### config.mk
export PLATFORM = sky130hd
export DESIGN_NAME = fir4_mac_datapath
export DESIGN_NICKNAME = d
export VERILOG_FILES = /design/src/rtl/fir_pkg.sv /design/src/rtl/fir_sat.sv /design/src/rtl/fir4_mac_datapath.sv
export SDC_FILE = /design/constraint.sdc
export NUM_CORES = 1
export LEC_CHECK = 0
export CAP_MARGIN = 10
export CORE_ASPECT_RATIO = 1.2
export CORE_MARGIN = 2
export CORE_UTILIZATION = 40
export CTS_CLUSTER_SIZE = 14
export DETAILED_ROUTE_END_ITERATION = 12
export GPL_TIMING_DRIVEN = 0
export HOLD_SLACK_MARGIN = 0.1
export PLACE_DENSITY = 0.61
export SLEW_MARGIN = 20
export SYNTH_ARGS = -nofsm -noshare
export SYNTH_HDL_FRONTEND = slang
export SYNTH_SLANG_ARGS = --single-unit
### constraint.sdc
create_clock -name clk -period 12.05 [get_ports clk]
set_input_delay 1.8075 -clock clk [delete_from_list [all_inputs] [get_ports clk]]
set_output_delay 1.8075 -clock clk [all_outputs]
set_load 0.02 [all_outputs]
### src/rtl/fir_pkg.sv
// Shared types and sizing helpers for the serial 4-tap FIR datapath.
// Saturation limits are expressed as functions of the output width.
package fir_pkg;

  typedef logic [1:0] tap_idx_t;

  localparam int DW_DEF    = 12;
  localparam int OUT_W_DEF = 16;

  function automatic int acc_w(input int dw);
    return 2 * dw + 2;
  endfunction

  function automatic int sat_max(input int w);
    return (1 << (w - 1)) - 1;
  endfunction

  function automatic int sat_min(input int w);
    return -(1 << (w - 1));
  endfunction

endpackage

### src/rtl/fir_sat.sv
// Combinational signed saturator from accumulator width to output width.
// ovf flags any clamp in either direction.
module fir_sat
  import fir_pkg::*;
#(
  parameter int IN_W  = acc_w(DW_DEF),
  parameter int OUT_W = OUT_W_DEF
) (
  input  logic signed [IN_W-1:0]  din,
  output logic signed [OUT_W-1:0] dout,
  output logic                    ovf
);

  localparam logic signed [IN_W-1:0]  HI  = IN_W'(sat_max(OUT_W));
  localparam logic signed [IN_W-1:0]  LO  = IN_W'(sat_min(OUT_W));
  localparam logic signed [OUT_W-1:0] OHI = OUT_W'(sat_max(OUT_W));
  localparam logic signed [OUT_W-1:0] OLO = OUT_W'(sat_min(OUT_W));

  always_comb begin
    dout = din[OUT_W-1:0];
    ovf  = 1'b0;
    if (din > HI) begin
      dout = OHI;
      ovf  = 1'b1;
    end else if (din < LO) begin
      dout = OLO;
      ovf  = 1'b1;
    end
  end

endmodule

### src/rtl/fir4_mac_datapath.sv
// Serial 4-tap FIR MAC: one tap per cycle, one saturated output per frame.
// Delay line, coefficient file and accumulator live here.
module fir4_mac_datapath
  import fir_pkg::*;
#(
  parameter int DW    = DW_DEF,
  parameter int OUT_W = OUT_W_DEF,
  parameter int ACC_W = acc_w(DW)
) (
  input  logic                    clk,
  input  logic                    reset,
  input  logic signed [DW-1:0]    sample_in,
  input  logic                    sample_strobe,
  input  tap_idx_t                mux_sel,
  input  logic                    clear_accum,
  input  logic                    coef_we,
  input  tap_idx_t                coef_addr,
  input  logic signed [DW-1:0]    coef_data,
  output logic signed [OUT_W-1:0] y_out,
  output logic                    y_valid,
  output logic                    sat_flag
);

  logic signed [DW-1:0]    taps [4];
  logic signed [DW-1:0]    coef [4];
  logic signed [ACC_W-1:0] acc;
  logic signed [2*DW-1:0]  prod;
  logic signed [ACC_W-1:0] prod_ext;
  logic signed [ACC_W-1:0] sum;
  logic signed [OUT_W-1:0] sat_y;
  logic                    sat_ovf;

  // Strobe-cycle product still sees the pre-shift taps.
  assign prod     = taps[mux_sel] * coef[mux_sel];
  assign prod_ext = {{(ACC_W-2*DW){prod[2*DW-1]}}, prod};
  assign sum      = acc + prod_ext;

  fir_sat #(
    .IN_W  (ACC_W),
    .OUT_W (OUT_W)
  ) u_sat (
    .din  (sum),
    .dout (sat_y),
    .ovf  (sat_ovf)
  );

  always_ff @(posedge clk or negedge reset) begin
    if (!reset) begin
      for (int i = 0; i < 4; i++) taps[i] <= '0;
    end else if (sample_strobe) begin
      taps[3] <= taps[2];
      taps[2] <= taps[1];
      taps[1] <= taps[0];
      taps[0] <= sample_in;
    end
  end

  always_ff @(posedge clk or negedge reset) begin
    if (!reset) begin
      for (int i = 0; i < 4; i++) coef[i] <= '0;
    end else if (coef_we) begin
      coef[coef_addr] <= coef_data;
    end
  end

  always_ff @(posedge clk or negedge reset) begin
    if (!reset) begin
      acc      <= '0;
      y_out    <= '0;
      y_valid  <= 1'b0;
      sat_flag <= 1'b0;
    end else begin
      y_valid <= clear_accum;
      if (clear_accum) begin
        acc      <= '0;
        y_out    <= sat_y;
        sat_flag <= sat_flag | sat_ovf;
      end else begin
        acc <= sum;
      end
    end
  end

endmodule
==> impl_metrics.sql <==
INSERT INTO impl_metrics (metric_group, metric, value, unit) VALUES
('final_layout', 'final_cells', '1624', ''),
('critical_path', 'timing.critical_path.required', '12.34', 'ns'),
('synth', 'synthesis.yosys.warnings', '0', ''),
('place', 'buffer_ports.inserted', '47', ''),
('critical_path', 'crit_path_largest_cell_delay', '0.70', 'ns'),
('place', 'dp_worst_setup_slack', '1.41', 'ns'),
('clocking', 'cts_root_buf', 'clkbuf_16', ''),
('synth', 'synth.distinct_cells', '61', ''),
('sta', 'final.setup_skew', '0.00849', 'ns'),
('global_route', 'grt_pass1_vias', '8997', ''),
('sta', 'grt_setup_unrepaired', 'false', ''),
('drt', 'route.detailed.drc', '0', ''),
('place', 'dp_hpwl', '23400', 'µm'),
('drt', 'final_antenna_net_count', '0', ''),
('synth', 'yosys.area_share.xor_xnor', '1.67', '%'),
('synth', 'synth_largest_area_cell', 'dfrtp_1', ''),
('sta', 'setup_tns', '0', 'ns'),
('synth', 'synth_fa_ha_area_share', '34.1', '%'),
('place', 'globalplace.congestion', '0.888', ''),
('synth', 'asyncSetResetFlopFracSynth', '100', '%'),
('clocking', 'cts-hold-fix-buffers', '0', ''),
('floorplan', 'chipHeight', '199', 'µm'),
('critical_path', 'r2r.worst_path.cells', '21', ''),
('sta', 'period_minus_slack', '10.19', 'ns'),
('floorplan', 'rows', '71', ''),
('global_route', 'grt_first_pass_wirelength', '47600', 'µm'),
('critical_path', 'critical_path.endpoint_type', 'flip-flop', ''),
('global_route', 'combined_global_route_utilization_of_all_metal_layers', '18.7', '%'),
('critical_path', 'worstReg2RegEnd', 'y_out[1]', ''),
('synth', 'seq_area_frac_synth', '27.8', '%'),
('critical_path', 'critical_path.slowest_cell', 'buf_1', ''),
('critical_path', 'timing.critical_path.arrival', '10.48', 'ns'),
('floorplan', 'chipWidth', '166', 'µm'),
('synth', 'ys_top_cells_by_area', 'dfrtp_1 (28%), fa_1 (27%), mux2_2 (8.7%), ha_1 (6.9%), inv_1 (6.4%)', ''),
('synth', 'synth-seq-cells', '140', ''),
('critical_path', 'timing.critical_path.from_type', 'input port', ''),
('floorplan', 'floorplan.initialDensity', '40.5', '%'),
('critical_path', 'endpoint', 'y_out[1]', ''),
('hold_path', 'hp-class', 'flip-flop to flip-flop', ''),
('clocking', 'clock_tree.htree_level_count', '4', ''),
('clocking', 'cts.sink_count', '140', ''),
('drt', 'via_per_inst', '5.10', ''),
('sta', 'post-route-worst-setup-slack', '1.86', 'ns'),
('status', 'status', 'finished, final reports clean', ''),
('synth', 'instance_count_of_the_mapped_netlist', '1143', ''),
('place', 'number_of_placed_instances_taps_included', '1592', ''),
('floorplan', 'top_level_ports', '51', ''),
('clocking', 'clk_pin_slew_worst_paths', '0.06', 'ns'),
('global_route', 'pin_count_of_the_biggest_net_entering_global_routing', '98', ''),
('floorplan', 'design.die.area', '33000', 'µm²'),
('critical_path', 'critical_path.cell_chain', 'clkbuf_1 > buf_1 > mux4_2 > clkbuf_1 > and2_1 > fa_1 > inv_1 > fa_1 > inv_1 > fa_1 > fa_1 > fa_1 > fa_1 > ha_1 > a21oi_1 > o21ai_0 > o21ai_0 > a21oi_1 > or4_1 > and4b_2 > nand4b_1 > nand2_1 > o221ai_1', ''),
('global_route', 'grt_antenna_before_repair', '1', ''),
('sta', 'slew_violations', '0', ''),
('critical_path', 'crit-reg2reg-launch', 'taps[40]', ''),
('synth', 'most_used_flip_flop_cell_after_synthesis', 'dfrtp_1', ''),
('synth', 'synthesis.nets', '1417', ''),
('synth', 'syn_area', '12600', 'µm²'),
('drt', 'detailroute.via_count', '8285', ''),
('clocking', 'clock_latency', '0.44', 'ns'),
('final_layout', 'synthesis_to_finish_area_growth', '12.4', '%'),
('critical_path', 'timing.critical_path.fanout_max', '10', ''),
('drt', 'iter_0_drt_violations', '370', ''),
('sta', 'setup_viol_count_final', '0', ''),
('critical_path', 'timing.critical_path.mode_cell', 'fa_1', ''),
('critical_path', 'worst_setup_path_startpoint', 'mux_sel[0]', ''),
('clocking', 'cts.path.max_buffers', '2', ''),
('sta', 'max_clock_freq', '0.0981', 'GHz'),
('drt', 'drt_pass1_iterations', '4', ''),
('synth', 'synth_top_family_by_area', 'adder cells', ''),
('clocking', 'cts_setup_buffers', '0', ''),
('synth', 'syn_area_per_cell', '11.0', 'µm²');
## layer usage
layer / up-vias / share of wire [%] / track usage [%]
li1: 3786 / - / -
met4: 0 / 2.2 / 6.15
met2: 130 / 52 / 32.9
met1: 4336 / 43 / 23.2
met3: 33 / 3.3 / 3.60
met5: - / 0 / 0
## synthesized netlist by cell type (all sizes together), types with 9 or more instances
cell    number
buf         13
o22ai        9
o21ai       19
nor2        57
xnor2       20
mux2        97
dfrtp      140
ha          70
mux4        23
a21oi       21
inv        214
clkbuf      37
fa         171
and2        73
nand2       83
## through the flow
| stage | util, % | hold slack, ns |
|---|---|---|
| floorplan | - | 0.474 |
| global placement | 43.6 | 0.481 |
| detailed placement | 43.7 | 0.491 |
| CTS | 45.5 | 0.506 |
| global route | 45.5 | 0.517 |
| finish | 45.5 | 0.502 |
## cells by family (layout without fill, tap and decap cells)
group                      Yosys count  in the layout
and+or+nand+nor                    263            263
AOI/OAI and AO/OA                   87             87
adders and majority gates          241            241
xor gates and xnor gates            24             24
DFF                                140            140
muxes                              124            124
buffers and inverters              264            344
## worst min-delay path by stage
stage          startpoint  endpoint  depth (start not counted)
2_1_floorplan    coef[23]  coef[23]                          1
3_3_place_gp      coef[8]   coef[8]                          1
3_5_place_dp      taps[0]   taps[0]                          1
4_1_cts           taps[0]   taps[0]                          1
5_1_grt          coef[19]  coef[19]                          1
6_report          coef[4]   coef[4]                          1
## layout make-up
type | instances | area, µm²
Buffer | 50 | 219
Clock buffer | 17 | 425
Clock inverter | 15 | 129
Fill cell | 2938 | 17000
Inverter | 214 | 803
Multi-Input combinational cell | 739 | 8090
Sequential cell | 140 | 3500
Tap cell | 401 | 502
Timing Repair Buffer | 48 | 503
## layout by cell type, fill, tap and decap left out, drive strengths merged, types with 2 or more instances in the layout
cell           Yosys  final
a211oi             3      3
a21boi             8      8
a21oi             21     21
and2              73     73
and3               7      7
buf               13     15
clkbuf            37     54
clkdlybuf4s50      0     46
clkinv             0      5
clkinvlp           0      2
dfrtp            140    140
fa               171    171
ha                70     70
inv              214    222
mux2              97     97
mux2i              4      4
mux4              23     23
nand2             83     83
nand2b             2      2
nand3              6      6
nand3b             5      5
nand4              4      4
nor2              57     57
nor3               7      7
nor3b              3      3
nor4               3      3
o211ai             4      4
o21ai             19     19
o21bai             7      7
o221ai             7      7
o22ai              9      9
or4                5      5
xnor2             20     20
xor2               4      4
## flip-flops by register name, indices dropped and copies added (netlist names)
register  flops
coef         48
taps         48
acc          26
y_out        16
sat_flag      1
y_valid       1
Power is left out: the tool's default activity adds up to more than one toggle a clock period on the data nets, which glitch-free logic cannot reach.
